## src/rtl/sequence_detector_pkg.sv

```systemverilog
// Shared types and constants for the programmable serial sequence detector.
//   state_e    : detector FSM state (IDLE / FILL / RUN), 2-bit encoding
//   seq_cfg_t  : run-time configuration {pattern, length, overlap}; fields are
//                sized for the largest supported MAX_LEN (32) and the top only
//                consumes the low MAX_LEN / LEN_W bits
//   DEF_*      : configuration loaded at reset
package sequence_detector_pkg;

  typedef enum logic [1:0] {
    IDLE = 2'd0,
    FILL = 2'd1,
    RUN  = 2'd2
  } state_e;

  localparam int unsigned CFG_PAT_W = 32;
  localparam int unsigned CFG_LEN_W = 6;

  localparam logic [7:0]  DEF_PATTERN = 8'b0000_1011;
  localparam int unsigned DEF_LENGTH  = 4;
  localparam bit          DEF_OVERLAP = 1'b1;

  typedef struct packed {
    logic [CFG_PAT_W-1:0] pattern;
    logic [CFG_LEN_W-1:0] length;
    logic                 overlap;
  } seq_cfg_t;

endpackage

```

## src/rtl/sequence_detector_param_match.sv

```systemverilog
// seq_match_compare: combinational masked compare of the receive window
// against the programmed pattern, over the low length_i bits only.
//   window_i  : {history, current bit}; bit 0 is the newest bit
//   pattern_i : right-aligned pattern, bit [L-1] is the oldest bit
//   length_i  : active pattern length L
//   hit_o     : 1 when window_i[L-1:0] == pattern_i[L-1:0]
module seq_match_compare #(
  parameter int unsigned MAX_LEN = 8,
  parameter int unsigned LEN_W   = $clog2(MAX_LEN + 1)
) (
  input  logic [MAX_LEN-1:0] window_i,
  input  logic [MAX_LEN-1:0] pattern_i,
  input  logic [LEN_W-1:0]   length_i,
  output logic               hit_o
);

  logic [MAX_LEN-1:0] mask;

  always_comb begin
    mask = '0;
    for (int i = 0; i < int'(MAX_LEN); i++) mask[i] = (i < int'(length_i));
  end

  assign hit_o = ~|((window_i ^ pattern_i) & mask);

endmodule

```

## src/rtl/sequence_detector_param.sv

```systemverilog
// sequence_detector_param: run-time programmable serial bit-pattern detector.
//   clock_i / reset_ni   : rising-edge clock, async active-low reset
//   enable_i             : detection enable (low returns to IDLE)
//   sequence_valid_i     : qualifies sequence_i
//   sequence_i           : serial data bit
//   cfg_load_i           : one-cycle config load strobe with
//                          cfg_pattern_i / cfg_length_i / cfg_overlap_i
//   detector_o           : registered one-cycle match pulse
//   match_count_o        : saturating match count
//   cfg_error_o          : one-cycle pulse on a rejected load (length 0 or > MAX_LEN)
//   active_o             : high in FILL or RUN
// MAX_LEN must be in 2..32.
module sequence_detector_param
  import sequence_detector_pkg::*;
#(
  parameter int unsigned MAX_LEN     = 8,
  parameter int unsigned COUNT_WIDTH = 8,
  parameter logic [MAX_LEN-1:0] DEFAULT_PATTERN = MAX_LEN'(DEF_PATTERN),
  parameter int unsigned DEFAULT_LENGTH  = DEF_LENGTH,
  parameter bit          DEFAULT_OVERLAP = DEF_OVERLAP,
  localparam int unsigned LEN_W = $clog2(MAX_LEN + 1)
) (
  input  logic                   clock_i,
  input  logic                   reset_ni,
  input  logic                   enable_i,
  input  logic                   sequence_valid_i,
  input  logic                   sequence_i,
  input  logic                   cfg_load_i,
  input  logic [MAX_LEN-1:0]     cfg_pattern_i,
  input  logic [LEN_W-1:0]       cfg_length_i,
  input  logic                   cfg_overlap_i,
  output logic                   detector_o,
  output logic [COUNT_WIDTH-1:0] match_count_o,
  output logic                   cfg_error_o,
  output logic                   active_o
);

  state_e                 state_q, state_d;
  logic [MAX_LEN-1:0]     hist_q, hist_d;
  logic [LEN_W-1:0]       fill_q, fill_d;
  seq_cfg_t               cfg_q, cfg_d;
  logic [COUNT_WIDTH-1:0] cnt_q, cnt_d;
  logic                   det_q, det_d;
  logic                   err_q, err_d;

  logic [MAX_LEN-1:0] window;
  logic [MAX_LEN-1:0] cfg_pat;
  logic [LEN_W-1:0]   cfg_len, len_m1;
  logic               cfg_ok, accept, full, hit, match;

  // Config fields are sized for the widest build; the upper bits and the
  // oldest history bit never feed logic.
  logic unused_bits;
  assign unused_bits = ^{cfg_q, hist_q[MAX_LEN-1]};

  assign cfg_pat = cfg_q.pattern[MAX_LEN-1:0];
  assign cfg_len = cfg_q.length[LEN_W-1:0];
  assign len_m1  = cfg_len - LEN_W'(1);
  assign window  = {hist_q[MAX_LEN-2:0], sequence_i};
  assign cfg_ok  = (cfg_length_i != '0) && (cfg_length_i <= LEN_W'(MAX_LEN));

  // A bit presented alongside cfg_load is always dropped, accepted or not.
  assign accept  = enable_i && sequence_valid_i && !cfg_load_i &&
                   (state_q == FILL || state_q == RUN);
  assign full    = (fill_q >= len_m1);
  assign match   = accept && full && hit;

  seq_match_compare #(
    .MAX_LEN (MAX_LEN),
    .LEN_W   (LEN_W)
  ) u_cmp (
    .window_i  (window),
    .pattern_i (cfg_pat),
    .length_i  (cfg_len),
    .hit_o     (hit)
  );

  // State register (also holds the datapath registers)
  always_ff @(posedge clock_i or negedge reset_ni) begin
    if (!reset_ni) begin
      state_q       <= IDLE;
      hist_q        <= '0;
      fill_q        <= '0;
      cfg_q.pattern <= CFG_PAT_W'(DEFAULT_PATTERN);
      cfg_q.length  <= CFG_LEN_W'(DEFAULT_LENGTH);
      cfg_q.overlap <= DEFAULT_OVERLAP;
      cnt_q         <= '0;
      det_q         <= 1'b0;
      err_q         <= 1'b0;
    end else begin
      state_q <= state_d;
      hist_q  <= hist_d;
      fill_q  <= fill_d;
      cfg_q   <= cfg_d;
      cnt_q   <= cnt_d;
      det_q   <= det_d;
      err_q   <= err_d;
    end
  end

  // Next-state logic
  always_comb begin
    state_d = state_q;
    hist_d  = hist_q;
    fill_d  = fill_q;
    cfg_d   = cfg_q;
    cnt_d   = cnt_q;
    det_d   = 1'b0;
    err_d   = 1'b0;

    if (match) begin
      det_d = 1'b1;
      if (cnt_q != '1) cnt_d = cnt_q + COUNT_WIDTH'(1);
    end

    if (cfg_load_i) begin
      if (cfg_ok) begin
        cfg_d.pattern                = '0;
        cfg_d.pattern[MAX_LEN-1:0]   = cfg_pattern_i;
        cfg_d.length                 = CFG_LEN_W'(cfg_length_i);
        cfg_d.overlap                = cfg_overlap_i;
        hist_d                       = '0;
        fill_d                       = '0;
        cnt_d                        = '0;
        state_d                      = enable_i ? FILL : IDLE;
      end else begin
        err_d = 1'b1;
      end
    end else begin
      unique case (state_q)
        IDLE: begin
          if (enable_i) begin
            state_d = FILL;
            hist_d  = '0;
            fill_d  = '0;
          end
        end
        FILL, RUN: begin
          if (!enable_i) begin
            state_d = IDLE;
            hist_d  = '0;
            fill_d  = '0;
          end else if (accept) begin
            if (match && !cfg_q.overlap) begin
              // Non-overlapping: the next match needs L fresh bits.
              state_d = FILL;
              hist_d  = '0;
              fill_d  = '0;
            end else begin
              hist_d = window;
              if (full) state_d = RUN;
              else      fill_d  = fill_q + LEN_W'(1);
            end
          end
        end
        default: state_d = IDLE;
      endcase
    end
  end

  // Outputs
  always_comb begin
    active_o = (state_q == FILL) || (state_q == RUN);
  end

  assign detector_o    = det_q;
  assign match_count_o = cnt_q;
  assign cfg_error_o   = err_q;

endmodule

```

## config.mk

```make
export PLATFORM = sky130hd
export DESIGN_NAME = sequence_detector_param
export DESIGN_NICKNAME = d
export VERILOG_FILES = /design/src/rtl/sequence_detector_pkg.sv /design/src/rtl/sequence_detector_param_match.sv /design/src/rtl/sequence_detector_param.sv
export SDC_FILE = /design/constraint.sdc
export NUM_CORES = 1
export LEC_CHECK = 0
export CORE_AREA = 2 2 120 64
export DETAILED_ROUTE_END_ITERATION = 10
export DIE_AREA = 0 0 122 66
export GPL_ROUTABILITY_DRIVEN = 0
export GPL_TIMING_DRIVEN = 0
export PLACE_DENSITY_LB_ADDON = 0.25
export SETUP_SLACK_MARGIN = 0.3
export SYNTH_ARGS = -nofsm -noshare
export SYNTH_HDL_FRONTEND = slang
export SYNTH_HIERARCHICAL = 1
export SYNTH_SLANG_ARGS = --single-unit
```

## constraint.sdc

```tcl
create_clock -name clock_i -period 2.8 [get_ports clock_i]
set_input_delay 0.7 -clock clock_i [delete_from_list [all_inputs] [get_ports clock_i]]
set_output_delay 0.7 -clock clock_i [all_outputs]
set_load 0.05 [all_outputs]
```

==> results of run 1 <==
## cell usage after synthesis, types with 2 or more instances
cell type / count
a31oi_1: 4
o211ai_1: 4
dfrtp_1: 31
dfstp_2: 5
nor3b_1: 4
buf_2: 3
xor2_1: 3
nor2_1: 6
mux2_1: 2
mux2_2: 2
o32ai_1: 2
o31ai_1: 3
a22o_1: 8
ha_1: 9
a21oi_1: 9
or4_4: 2
and3_1: 4
nor3_1: 5
a211oi_1: 3
inv_1: 8
nand3_1: 7
and3b_1: 2
nand2_1: 41
o21ai_0: 8
or4_1: 2
xnor2_1: 7
buf_6: 2
a311oi_1: 2
## layer usage
| metal | global-route usage | wire length, um |
|---|---|---|
| met1 | 0.2178 | 2984 |
| met5 | 0 | 0 |
| met4 | 0.02874 | 40 |
| met2 | 0.1885 | 1949 |
| met3 | 0.03448 | 226 |
## what timing repair did
| item | in CTS | in global routing |
|---|---|---|
| pin swaps | 4 | 8 |
| setup buffers | 1 | 5 |
| setup endpoints to repair | 23 | 21 |
| gates resized for setup | 7 | 11 |
## cell families after synthesis
| group | count (synthesis) |
|---|---|
| DFF | 36 |
| muxes | 5 |
| AOI/OAI and AO/OA | 53 |
| adders and majority gates | 10 |
| xor gates and xnor gates | 10 |
| and+or+nand+nor | 81 |
| buffers and inverters | 13 |
## layout make-up
type                    count  area, um^2  share of cell area
plain buffers               5       37.54             0.01351
clock buffers               5       125.1             0.04502
clock inverters             3       90.09             0.03242
inverters                   8       30.03             0.01081
multi-input cells         159        1132              0.4075
flip-flops and latches     36       907.1              0.3264
well taps                  96       120.1             0.04322
repair buffers             35       336.6              0.1211
## power breakdown
| group | leakage (nW) | total, mW | switching [mW] | internal, mW |
|---|---|---|---|---|
| combinational | 0.629 | 0.614 | 0.355 | 0.259 |
| sequential | 0.469 | 0.649 | 0.0643 | 0.585 |
| clock | 0.104 | 0.815 | 0.215 | 0.600 |
| total | 1.20 | 2.08 | 0.634 | 1.44 |
## critical path: stages
cell	delay [ps]
buf_8	100
xor2_4	140
maj3_2	300
o32ai_2	230
o2111a_1	260
nand2_2	90
a211o_1	290
or4_1	410
a21oi_1	160
## registers in the layout, summed over array words and instances, names as in the netlist
register / count
cfg_pat: 8
match_count_o: 8
hist_q: 7
cfg_len: 4
fill_q: 4
state_q: 2
cfg_error_o: 1
cfg_q: 1
detector_o: 1
## how the worst max path moves through the flow
stage	slack (ps)	cells after the start	start	end
after floorplan	280	8	sequence_i	match_count_o[3]
after global placement	-520	9	sequence_i	fill_q[3]
after detailed placement	-510	9	sequence_i	fill_q[3]
after CTS	250	9	sequence_i	match_count_o[3]
after global routing	230	7	cfg_len[1]	fill_q[3]
final	330	9	sequence_i	match_count_o[3]
## stage by stage
stage               setup TNS, ps  hold slack, ps
floorplan                       0           404.4
global placement            -7816           464.1
detailed placement          -7583           468.6
CTS                             0           479.1
global route                    0           505.3
finish                          0           476.6
==> impl_metrics.toml, run 1 <==
[route]
viasPerCell = 4.876
wl_per_cell_um = 14.99
ant_nets = 0
first_pass_iters = 4
routed_wl_mm = 5.200
drtIter0Drc = 84
drc_errors = 0
vias = 1692

[timing]
period_needed_ps = 2475
finalHoldViolCount = 0
finClkSkew_ps = 3.861
period_share = 0.8838
slew_viol_final = 0
rsz0062_at_grt = "true"
setup_ws_ps = 325.4
setup_viol = 0
tightest_slew_ps = 844.7
slew_headroom = 0.4369
fmax_ghz = 0.4041

[final_layout]
drive_gt1_frac = 0.1793
final_common_cell = "nand2_1"
antenna_cells = 0
synthToLayoutAreaGrowth_pct = 36.17
nets = 278
final_core_util = 0.3959
fin_cells = 347
fill_cells = 705
layout_common_cells = "40 x nand2_1, 31 x dfrtp_1, 25 x clkdlybuf4s50_1"
fin_area_mm2 = 0.002779

[die]
coreArea_mm2 = 0.007019
start_util = 0.2907
dieArea_mm2 = 0.008052
rows = 22
dieHeight_um = 66
io_pins = 30
die-width_um = 122

[yosys]
syn_nets = 236
synth-edff-count = 0
async_flop_share = 1.000
synth_cells = 208
synth-simple-area-share = 0.2036
synth_cell_type_count = 48
synthXorXnorAreaFrac = 0.04292
syn-cell-area_mm2 = 0.002041
synth_top_area_frac = 0.3801
synthFlopType = "dfrtp_1"
ys_warn_count = 6
synth_fa_ha_area_frac = 0.06009
synth-compound-area-share = 0.1888
synth_top_family_by_area = "simple AND/OR/NAND/NOR gates"
syn_avg_cell_area_um2 = 9.811
synth_top_cell_by_area = "dfrtp_1"
synth_area_leaders = "dfrtp_1 38%, nand2_1 7.5%, dfstp_2 6.4%"
synth-seq-cells = 36
synthMuxAreaShare = 0.02698
ys_seq_area_frac = 0.4445

[critical_path]
rr_startpoint = "cfg_pat[0]"
worst_ep_arrival_time_ps = 2670
r2r_end = "match_count_o[3]"
critPathCaptureType = "flop"
path_max_fanout = 5
rrSetupSlack_ps = 340
crit_type = "in -> reg"
rr_worst_depth = 8
cp_data_required_time_ps = 3000
cp-start-kind = "primary input"

[clocking]
cts_buffers = 5
clock-sinks = 36
cts_htree_levels = 2
cts_hold_buf = 0
cts_buffer_depth = 2
clkLatencyLatePin_ps = 280
clk_pin_slew_worst_paths_ps = 60
cts_tree = "built"
root_buffer = "clkbuf_16"

[job]
drv_cap = 0

[power_and_ir_drop]
fin_total_pwr_mw = 2.078
p_per_area_mw_per_mm2 = 747.8
peakVddDrop_v = 0.0005604
p_leak_nw = 1.202

[global_route]
antenna_found_initial = 0
grtUsageTotal = 0.1394
grt_overflow = 0
grt_max_degree = 37
grt_pass1_wl_mm = 8.583
first_global_vias = 1656

[hold_path]
whs_endpoint = "cfg_pat[3]"
hold_path_depth = 2
min_from = "cfg_pat[3]"
min_path_type = "reg -> reg"

[placed_design]
post-place-ws_ps = -507.2
placed_cells = 333
place_hpwl_mm = 3.740
placed_area_mm2 = 0.002480
place.port_buffers = 29

[run_status]
status = "finished, final reports clean"
Power figures use the tool's default switching activity.
==> run 2, diff against run 1 <==
Settings changed: GPL_ROUTABILITY_DRIVEN 0 to not set.
==> results of run 2 <==
No change in the layout: final DEF, timing and power equal those of run 1.
==> run 3, diff against run 2 <==
Settings changed: CTS_BUF_LIST set to sky130_fd_sc_hd__clkbuf_16.
==> results of run 3 <==
No change in the layout: final DEF, timing and power equal those of run 1.
